### config.mk
export PLATFORM = sky130hd
export DESIGN_NAME = rf_cmd_ctrl
export DESIGN_NICKNAME = d
export VERILOG_FILES = /design/src/rtl/rf_cmd_ctrl.sv
export SDC_FILE = /design/constraint.sdc
export NUM_CORES = 1
export LEC_CHECK = 0
export ABC_AREA = 1
export CAP_MARGIN = 20
export CORE_MARGIN = 2
export CORE_UTILIZATION = 47
export CTS_CLUSTER_SIZE = 8
export DETAILED_ROUTE_END_ITERATION = 16
export GPL_TIMING_DRIVEN = 0
export PLACE_DENSITY_LB_ADDON = 0.25
export SYNTH_ARGS = -nofsm -noshare
export SYNTH_HDL_FRONTEND = slang
export SYNTH_SLANG_ARGS = --single-unit
### constraint.sdc
create_clock -name CLK -period 4.2 [get_ports CLK]
set_clock_uncertainty 0.15 [all_clocks]
set_input_delay 0.84 -clock CLK [delete_from_list [all_inputs] [get_ports CLK]]
set_output_delay 0.84 -clock CLK [all_outputs]
set_load 0.02 [all_outputs]
### src/rtl/rf_cmd_ctrl.sv
// UART-to-register-file command controller: decodes write (CMD,ADDR,DATA) and read (CMD,ADDR) frames.
// Optional inter-byte timeout is compiled in with `define RF_CMD_TIMEOUT_EN.
module rf_cmd_ctrl #(
    parameter int                    DATA_WIDTH     = 8,
    parameter int                    REG_FILE_DEPTH = 16,
    parameter int                    ADDR_WIDTH     = $clog2(REG_FILE_DEPTH),
    parameter logic [DATA_WIDTH-1:0] WR_CMD         = 8'hAA,
    parameter logic [DATA_WIDTH-1:0] RD_CMD         = 8'hBB,
    parameter int                    TIMEOUT_CYCLES = 1024
) (
    input  logic                  CLK,
    input  logic                  RST_n,
    input  logic [DATA_WIDTH-1:0] RX_P_DATA,
    input  logic                  RX_D_VLD,
    input  logic [DATA_WIDTH-1:0] RdData,
    input  logic                  RdData_valid,
    input  logic                  TX_Busy,
    output logic                  WrEn,
    output logic                  RdEn,
    output logic [ADDR_WIDTH-1:0] Address,
    output logic [DATA_WIDTH-1:0] WrData,
    output logic [DATA_WIDTH-1:0] TX_P_DATA,
    output logic                  TX_D_VLD,
    output logic                  Cmd_Err
);

    localparam int unsigned DEPTH_U = REG_FILE_DEPTH;

    if (TIMEOUT_CYCLES < 2 || REG_FILE_DEPTH > (1 << ADDR_WIDTH)) begin : g_bad_cfg
        $error("rf_cmd_ctrl: inconsistent parameter set");
    end

    typedef enum logic [2:0] {
        IDLE,
        WR_ADDR,
        WR_DATA,
        RD_ADDR,
        RD_WAIT,
        TX_SEND
    } state_t;

    state_t state, state_nxt;

    logic                  addr_ok;
    logic                  abort;
    logic                  wr_en_d, rd_en_d, tx_vld_d, err_d;
    logic [ADDR_WIDTH-1:0] addr_d;
    logic [DATA_WIDTH-1:0] wdata_d, tx_data_d;

    always_comb begin
        addr_ok = (32'(RX_P_DATA) < DEPTH_U);
    end

`ifdef RF_CMD_TIMEOUT_EN
    localparam int CW = $clog2(TIMEOUT_CYCLES + 1);

    logic [CW-1:0] cnt;
    logic          timed;
    logic          rd_done;

    always_comb begin
        timed   = (state == WR_ADDR) || (state == WR_DATA) ||
                  (state == RD_ADDR) || (state == RD_WAIT);
        rd_done = (state == RD_WAIT) && RdData_valid;
        // fires on the edge where the count would reach TIMEOUT_CYCLES; an arriving byte wins
        abort   = timed && !RX_D_VLD && !rd_done && (cnt == CW'(TIMEOUT_CYCLES - 1));
    end

    always_ff @(posedge CLK or negedge RST_n) begin
        if (!RST_n) begin
            cnt <= '0;
        end else if (!timed || RX_D_VLD || (state != state_nxt)) begin
            cnt <= '0;
        end else begin
            cnt <= cnt + 1'b1;
        end
    end
`else
    always_comb begin
        abort = 1'b0;
    end
`endif

    always_ff @(posedge CLK or negedge RST_n) begin
        if (!RST_n) begin
            state <= IDLE;
        end else begin
            state <= state_nxt;
        end
    end

    always_comb begin
        state_nxt = state;
        if (abort) begin
            state_nxt = IDLE;
        end else begin
            case (state)
                IDLE: begin
                    if (RX_D_VLD) begin
                        if (RX_P_DATA == WR_CMD)      state_nxt = WR_ADDR;
                        else if (RX_P_DATA == RD_CMD) state_nxt = RD_ADDR;
                    end
                end
                WR_ADDR: if (RX_D_VLD) state_nxt = addr_ok ? WR_DATA : IDLE;
                WR_DATA: if (RX_D_VLD) state_nxt = IDLE;
                RD_ADDR: if (RX_D_VLD) state_nxt = addr_ok ? RD_WAIT : IDLE;
                RD_WAIT: if (RdData_valid) state_nxt = TX_SEND;
                TX_SEND: if (!TX_Busy) state_nxt = IDLE;
                default: state_nxt = IDLE;
            endcase
        end
    end

    always_comb begin
        wr_en_d   = 1'b0;
        rd_en_d   = 1'b0;
        tx_vld_d  = 1'b0;
        err_d     = abort;
        addr_d    = Address;
        wdata_d   = WrData;
        tx_data_d = TX_P_DATA;
        case (state)
            IDLE: begin
                if (RX_D_VLD && (RX_P_DATA != WR_CMD) && (RX_P_DATA != RD_CMD)) err_d = 1'b1;
            end
            WR_ADDR: begin
                if (RX_D_VLD) begin
                    if (addr_ok) addr_d = RX_P_DATA[ADDR_WIDTH-1:0];
                    else         err_d  = 1'b1;
                end
            end
            WR_DATA: begin
                if (RX_D_VLD) begin
                    wdata_d = RX_P_DATA;
                    wr_en_d = 1'b1;
                end
            end
            RD_ADDR: begin
                if (RX_D_VLD) begin
                    if (addr_ok) begin
                        addr_d  = RX_P_DATA[ADDR_WIDTH-1:0];
                        rd_en_d = 1'b1;
                    end else begin
                        err_d = 1'b1;
                    end
                end
            end
            RD_WAIT: begin
                if (RX_D_VLD)     err_d     = 1'b1;
                if (RdData_valid) tx_data_d = RdData;
            end
            TX_SEND: begin
                if (RX_D_VLD) err_d    = 1'b1;
                if (!TX_Busy) tx_vld_d = 1'b1;
            end
            default: ;
        endcase
    end

    always_ff @(posedge CLK or negedge RST_n) begin
        if (!RST_n) begin
            WrEn      <= 1'b0;
            RdEn      <= 1'b0;
            Address   <= '0;
            WrData    <= '0;
            TX_P_DATA <= '0;
            TX_D_VLD  <= 1'b0;
            Cmd_Err   <= 1'b0;
        end else begin
            WrEn      <= wr_en_d;
            RdEn      <= rd_en_d;
            Address   <= addr_d;
            WrData    <= wdata_d;
            TX_P_DATA <= tx_data_d;
            TX_D_VLD  <= tx_vld_d;
            Cmd_Err   <= err_d;
        end
    end

endmodule

Word-level counts from Yosys, hierarchy flattened. Index checks and enable logic that the tools add are counted.

Bits in registers: 27. Input port bits: 21. Output and inout bits: 24. Word-level logic and storage cells: 56.

$lt $le $gt $ge: 1. Equality and inequality tests: 16. Mux-type cells: 22. Reductions and logical operators: 9.

Operators with widths (count): $mux 3 (9); $pmux 3 s6 (1); $eq 8x8->1 const B (2); $ne 8x8->1 const B (2); $ne 2x2->1 const B (6); $mux 1 (10); $lt 8x5->1 const B (1); $reduce_and 7->1 (1); $eq 3x2->1 const B (2); $eq 3x3->1 const B (2); $reduce_and 2->1 (2); $reduce_or 2->1 (2); $eq 3x1->1 const B (1); $logic_not 3->1 (1); $ne 3x3->1 const B (1); $pmux 1 s3 (1); $reduce_and 3->1 (1); $logic_and 1x1->1 (2); $mux 2 (1).

Logic depth before layout (Yosys ltp). Gate-level depths: netlist of the first run.

Word-level depth: 5. Depth in mapped cells: 8. Gate-level depth less buffers: 8.

Worst setup path after synthesis of the first run. No wires, ideal clock.

Path kind: in2reg. Start point: input RX_P_DATA[4]. End point: register Address[0]. Setup time: 0.073 ns. Arrival time: 1.535 ns. Data required time: 3.977 ns. Path slack: 2.442 ns. Cell stages on the path: 7. Buffers on the path: 0. Cell sequence: inv_1 nand2_1 nor2_1 nand2_4 nor2_8 nor2_1 a21oi_2.

Longest elaborated chain between the ends: 2.

Ends and longest elaborated chain: from (decl) (line 13) `input logic [DATA_WIDTH-1:0] RX_P_DATA,`; $lt 8x5->1 (line 51) `addr_ok = (32'(RX_P_DATA) < DEPTH_U);`; $reduce_and 3->1 (no source line); to (signal assigned) (line 172) `Address <= addr_d;`; to (decl) (line 20) `output logic [ADDR_WIDTH-1:0] Address,`.

No other way between the ends. A chain may end at the register's enable or synchronous reset.

Worst setup path after layout of the first run.
Start point: register WrData[5]. End point: output WrData[5].

RTL lines: from (decl) (line 21) `output logic [DATA_WIDTH-1:0] WrData,`; from (signal assigned) (line 173) `WrData <= wdata_d;`.

No word-level cell between the ends.

==> results of run 1 <==
## registers in the layout (all words and copies together) (netlist names)
register	cells
Address	4
Cmd_Err	1
RdEn	1
TX_D_VLD	1
TX_P_DATA	8
WrData	8
WrEn	1
state	3
## synth_stat cells, drive strengths merged
library cell / n / share of area (%)
nor2: 14 / 6.7
dfrtp: 27 / 55
mux2: 8 / 7.4
nor3: 2 / 0.82
o21ai: 10 / 4.1
inv: 13 / 4.0
a21oi: 6 / 3.7
buf: 2 / 1.3
nand3: 8 / 3.7
nand4: 2 / 2.3
nor4: 1 / 0.51
nand2: 30 / 10
## through the flow
| stage | utilization, % | area, um^2 | hold WS [ns] |
|---|---|---|---|
| after detailed placement | 69.6 | 1720 | 0.324 |
| after floorplan | - | 1220 | 0.394 |
| final | 70.7 | 1750 | 0.353 |
| after CTS | 70.7 | 1750 | 0.358 |
| after global placement | 68.5 | 1700 | 0.321 |
| after global routing | 70.7 | 1750 | 0.384 |
## routing by layer
metal / vias up / wire, um / share of wire, % / global-route usage (%)
li1: 498 / - / - / -
met3: 5 / 156 / 6.1 / 2.42
met4: 0 / 42 / 1.6 / 8.54
met5: - / 0 / 0 / 0
met2: 37 / 1320 / 52 / 35.1
met1: 460 / 1040 / 41 / 22.9
## final cells by class
class / count / area (um^2) / area share (%)
Sequential cell: 27 / 676 / 38.6
Clock buffer: 3 / 22.5 / 1.29
Timing Repair Buffer: 45 / 468 / 26.7
Multi-Input combinational cell: 81 / 478 / 27.3
Inverter: 13 / 48.8 / 2.79
Buffer: 2 / 16.3 / 0.929
Clock inverter: 1 / 5.00 / 0.286
Tap cell: 30 / 37.5 / 2.14
## path summary, 6_finish.rpt
| kind | startpoint | end | slack, ns | depth (start not counted) |
|---|---|---|---|---|
| max | WrData[5]$_DFFE_PN0P_ | WrData[5] | 1.89 | 1 |
| min | WrData[0]$_DFFE_PN0P_ | WrData[0]$_DFFE_PN0P_ | 0.35 | 2 |
| max reg2reg | state[1]$_DFFE_PN0P_ | TX_P_DATA[0]$_DFFE_PN0P_ | 2.64 | 3 |
| min reg2reg | WrData[0]$_DFFE_PN0P_ | WrData[0]$_DFFE_PN0P_ | 0.35 | 2 |
| max in group asynchronous | RST_n | TX_P_DATA[2]$_DFFE_PN0P_ | 2.66 | 2 |
| min in group asynchronous | RST_n | WrData[2]$_DFFE_PN0P_ | 0.75 | 1 |
## logic make-up after synthesis
kind of cell | after synthesis | synth area share [%]
flops | 27 | 55.4
simple gates | 57 | 24.0
mux | 8 | 7.39
buf+inv | 15 | 5.34
compound gates | 16 | 7.80
## power by group through the flow
| stage | registers, uW | logic, uW | clock network [uW] |
|---|---|---|---|
| 6_report | 436 | 571 | 110 |
| 5_1_grt | 452 | 620 | 125 |
| 4_1_cts | 437 | 576 | 115 |
| 3_5_place_dp | 443 | 574 | 0 |
| 3_3_place_gp | 434 | 557 | 0 |
| 2_1_floorplan | 559 | 187 | 0 |
==> impl_metrics.tcl, run 1 <==
set metrics [dict create \
    grt_overflow_total 0 \
    slew_at_the_pin_closest_to_its_max_slew_limit_ns 0.647 \
    synth_sequential_area_ratio_pct 55.4 \
    placed_cells 198 \
    detailedPlacementHpwl_um 2030 \
    cts_tree "built" \
    p_comb_share_pct 51.2 \
    num_vias 1000 \
    groute.usage.overall_pct 19.4 \
    detail_route.first_pass.iterations 4 \
    finish.cell_count_without_fillers 202 \
    layout.cells.most_common "sky130_fd_sc_hd__clkdlybuf4s50_1" \
    highest_clock_frequency_the_design_can_meet_ghz 0.434 \
    fin_nets 194 \
    cts-root-to-sink-buffers 2 \
    power_density_mw_per_mm2 638 \
    power_leakage_uw 0.000820 \
    gp_congestion 0.729 \
    slew-limit-headroom_pct 56.7 \
    number_of_antenna_violations_at_the_first_check_in_global_routing 0 \
    post-cts-setup-buffers 0 \
    setup_total_negative_slack_ns 0 \
    criticalPathCategory "register to output port" \
    timing.critical_path.fanout_max 2 \
    most-common-layout-cells "sky130_fd_sc_hd__clkdlybuf4s50_1, sky130_fd_sc_hd__nand2_1, sky130_fd_sc_hd__dfrtp_1, sky130_fd_sc_hd__inv_1" \
    critical-path-slowest-cell "sky130_fd_sc_hd__clkdlybuf4s50_1" \
    synth_cell_type_count 22 \
    slowest_stage_delay_cp_ns 0.61 \
    synth-seq-cells 27 \
    finalSetupViolations 0 \
    clockRootBuffer "sky130_fd_sc_hd__clkbuf_4" \
    crit_path_end_kind "output port" \
    die-area_mm2 0.00302 \
    cts.repair.resized 0 \
    share_of_layout_cells_above_drive_strength_1_pct 16.9 \
    grt_start_max_net_pins 17 \
    clk_pin_slew_worst_setup_hold_paths_ns 0.14 \
    io_pins 45 \
    number_of_clock_sinks 27 \
    via_per_inst 4.95 \
    place.port_buffers 44 \
    arrival_ns 1.32 \
    post_cts_hold_buffer_count 0 \
    core-area_mm2 0.00248 \
    grt_setup_unrepaired "no" \
    fin_max_slew_vios 0 \
    diodes 0 \
    n_fill_cell 192 \
    antenna_violating_nets_post_route 0 \
    launching_element_type_of_the_critical_path "register" \
    die_w_um 54.9 \
    die_h_um 54.9 \
    worst_slack_ns 1.89 \
    insertion_delay_ns 0.32 \
    drc 0 \
    preCtsSetupSlack_ns 1.82 \
    worst_ep_required_time_ns 3.21 \
    syn_inst 123 \
    hold_path.class "register to register" \
    post-route-period-util_pct 54.9 \
    p_seq_share_pct 39.0 \
    synth.net_count 144 \
    switching_power_uw 439 \
    grt_first_pass_wirelength_um 4160 \
    switching_share_pct 39.3 \
    grt_pass1_vias 1016 \
    clock_power_share_pct 9.8 \
    run_status "complete, no violations" \
    h-tree-depth 1 \
    std_cell_rows 18 \
    worst_path_dominant_cell_family "buffers and inverters" \
    drt_iter0_drc 22 \
    ir_worst_vdd_mv 0.378 \
    cell_internal_pwr_uw 678 \
    drv_cap 0 \
    drt_wl_total_um 2560 \
    timing.critical_path.buf_inv 1 \
    cts_inserted_buffers 3 \
    timing.critical_path.cells "clkdlybuf4s50_1" \
    synth_area_mm2 0.00122 \
    synthToLayoutAreaGrowth_pct 43.7 \
    synth.avg_cell_area_um2 9.91 \
    total_power_uw 1120 \
    finalHoldViolCount 0 \
    start_util_pct 49.2 \
    yosysWarningCount 0 \
    final.min_clock_period_ns 2.31 \
    wl_per_cell_um 12.7 \
]
No activity file was read; power rests on OpenSTA's default activity.
==> inputs of run 2 (changes only) <==
Settings changed: CORE_UTILIZATION 47 to 43.
Clock period 4.2 ns to 2.15 ns, I/O delays scaled along.
==> run 2 against run 1 <==
Setup slack worse by 1.6 ns. Register-to-register slack worse by 2.0 ns. Combinational power is 94% higher. Clock-buffer cell count stayed put. Cell area is 0.21% higher. Worst hold slack worse by 0.033 ns. Flip-flop and latch count stayed put. Global-route usage is 3.0 points lower. Cell count is 0.50% higher.
==> impl_metrics.tcl, run 2 (synthesized netlist as in run 1, its figures left out) <==
set metrics [dict create \
    grt_start_max_net_pins 18 \
    run_status "complete, no violations" \
    die-area_mm2 0.00328 \
    post-route-period-util_pct 88.6 \
    layout.cells.most_common "sky130_fd_sc_hd__clkdlybuf4s50_1" \
    most-common-layout-cells "sky130_fd_sc_hd__clkdlybuf4s50_1, sky130_fd_sc_hd__nand2_1, sky130_fd_sc_hd__dfrtp_1, sky130_fd_sc_hd__inv_1" \
    num_vias 1005 \
    antenna_violating_nets_post_route 0 \
    diodes 0 \
    power_leakage_uw 0.000817 \
    switching_share_pct 39.1 \
    timing.critical_path.cells "clkdlybuf4s50_1" \
    post-cts-setup-buffers 0 \
    wl_per_cell_um 12.2 \
    h-tree-depth 1 \
    cts_tree "built" \
    finalSetupViolations 0 \
    synthToLayoutAreaGrowth_pct 44.0 \
    grt_pass1_vias 965 \
    cts-root-to-sink-buffers 2 \
    std_cell_rows 19 \
    p_seq_share_pct 39.1 \
    die_w_um 57.2 \
    cts.repair.resized 0 \
    drt_wl_total_um 2480 \
    critical-path-slowest-cell "sky130_fd_sc_hd__clkdlybuf4s50_1" \
    grt_first_pass_wirelength_um 4260 \
    clockRootBuffer "sky130_fd_sc_hd__clkbuf_4" \
    core-area_mm2 0.00273 \
    n_fill_cell 226 \
    cts_inserted_buffers 3 \
    number_of_antenna_violations_at_the_first_check_in_global_routing 0 \
    power_density_mw_per_mm2 1240 \
    crit_path_end_kind "output port" \
    switching_power_uw 852 \
    register_area_um2 676 \
    place.port_buffers 44 \
    drt_iter0_drc 14 \
    p_comb_share_pct 50.8 \
    clk_pin_slew_worst_setup_hold_paths_ns 0.15 \
    post-route-util_pct 64.2 \
    fin_max_slew_vios 0 \
    worst_path_dominant_cell_family "buffers and inverters" \
    launching_element_type_of_the_critical_path "register" \
    finalHoldViolCount 0 \
    share_of_layout_cells_above_drive_strength_1_pct 16.9 \
    slew-limit-headroom_pct 59.5 \
    grt_overflow_total 0 \
    ir_worst_vdd_mv 0.827 \
    detailedPlacementHpwl_um 2030 \
    via_per_inst 4.95 \
    hold_path.class "primary input to asynchronous set/reset pin" \
    drv_cap 0 \
    gp_congestion 0.866 \
    multi_input_area_um2 478 \
    groute.usage.overall_pct 16.4 \
    fin_nets 194 \
    slew_at_the_pin_closest_to_its_max_slew_limit_ns 0.606 \
    timing.critical_path.fanout_max 2 \
    setup_total_negative_slack_ns 0 \
    post_cts_hold_buffer_count 0 \
    grt_setup_unrepaired "no" \
    insertion_delay_ns 0.32 \
    clock_power_share_pct 10.1 \
    highest_clock_frequency_the_design_can_meet_ghz 0.525 \
    detail_route.first_pass.iterations 4 \
    reg_top3 "TX_P_DATA (8), WrData (8), Address (4)" \
    die_h_um 57.2 \
    number_of_clock_sinks 27 \
    cell_internal_pwr_uw 1330 \
    timing.critical_path.buf_inv 1 \
    arrival_ns 1.32 \
    final.min_clock_period_ns 1.90 \
    slowest_stage_delay_cp_ns 0.61 \
    io_pins 45 \
    start_util_pct 44.6 \
    criticalPathCategory "register to output port" \
    worst_ep_required_time_ns 1.57 \
    drc 0 \
]
run 2: cell types whose count changed in the layout (fill, tap and decap cells not counted):
cell / change
sky130_fd_sc_hd__clkinv_2: -1
sky130_fd_sc_hd__clkinvlp_4: +1
run 2: through the flow:
stage / hold slack, ns / setup WS (ns) / area [um^2] / total power (uW) / instances
3_3_place_gp: 0.319 / 0.176 / 1700 / 1940 / 198
5_1_grt: 0.348 / 0.185 / 1760 / 2320 / 203
3_5_place_dp: 0.330 / 0.229 / 1730 / 1990 / 199
4_1_cts: 0.325 / 0.229 / 1760 / 2200 / 203
6_report: 0.320 / 0.246 / 1760 / 2180 / 203
2_1_floorplan: -0.0156 / 0.792 / 1220 / 1460 / 123
run 2: worst paths after layout:
path                                             to  slack [ns]  cells after the start             startpoint
setup reg to reg           TX_P_DATA[1]$_DFFE_PN0P_        0.64                      3   state[1]$_DFFE_PN0P_
setup / recovery                          WrData[0]        0.25                      1  WrData[0]$_DFFE_PN0P_
hold / removal                 state[0]$_DFFE_PN0P_        0.32                      1                  RST_n
max in group asynchronous     WrData[1]$_DFFE_PN0P_        1.05                      2                  RST_n
min in group CLK              WrData[5]$_DFFE_PN0P_        0.36                      2  WrData[5]$_DFFE_PN0P_
hold reg to reg               WrData[5]$_DFFE_PN0P_        0.36                      2  WrData[5]$_DFFE_PN0P_
run 2: area by class of cell:
| type | count | area share, % |
|---|---|---|
| well taps | 31 | 2.21 |
| clock inverters | 1 | 0.428 |
| multi-input cells | 81 | 27.2 |
| clock buffers | 3 | 1.28 |
| flip-flops and latches | 27 | 38.5 |
| plain buffers | 2 | 0.927 |
| repair buffers | 45 | 26.7 |
| inverters | 13 | 2.78 |
run 2: power by group through the flow:
stage	clock (uW)	sequential (uW)	combinational [uW]
2_1_floorplan	0	1090	365
3_3_place_gp	0	850	1090
3_5_place_dp	0	866	1120
4_1_cts	229	853	1120
5_1_grt	249	880	1200
6_report	219	852	1110
run 2: layer usage:
layer | share of wire [%] | up-vias | global-route usage, %
li1 | - | 496 | -
met1 | 43 | 485 | 21.9
met2 | 52 | 22 | 27.6
met3 | 4.6 | 2 | 3.17
met4 | 0.77 | 0 | 4.32
met5 | 0 | - | 0
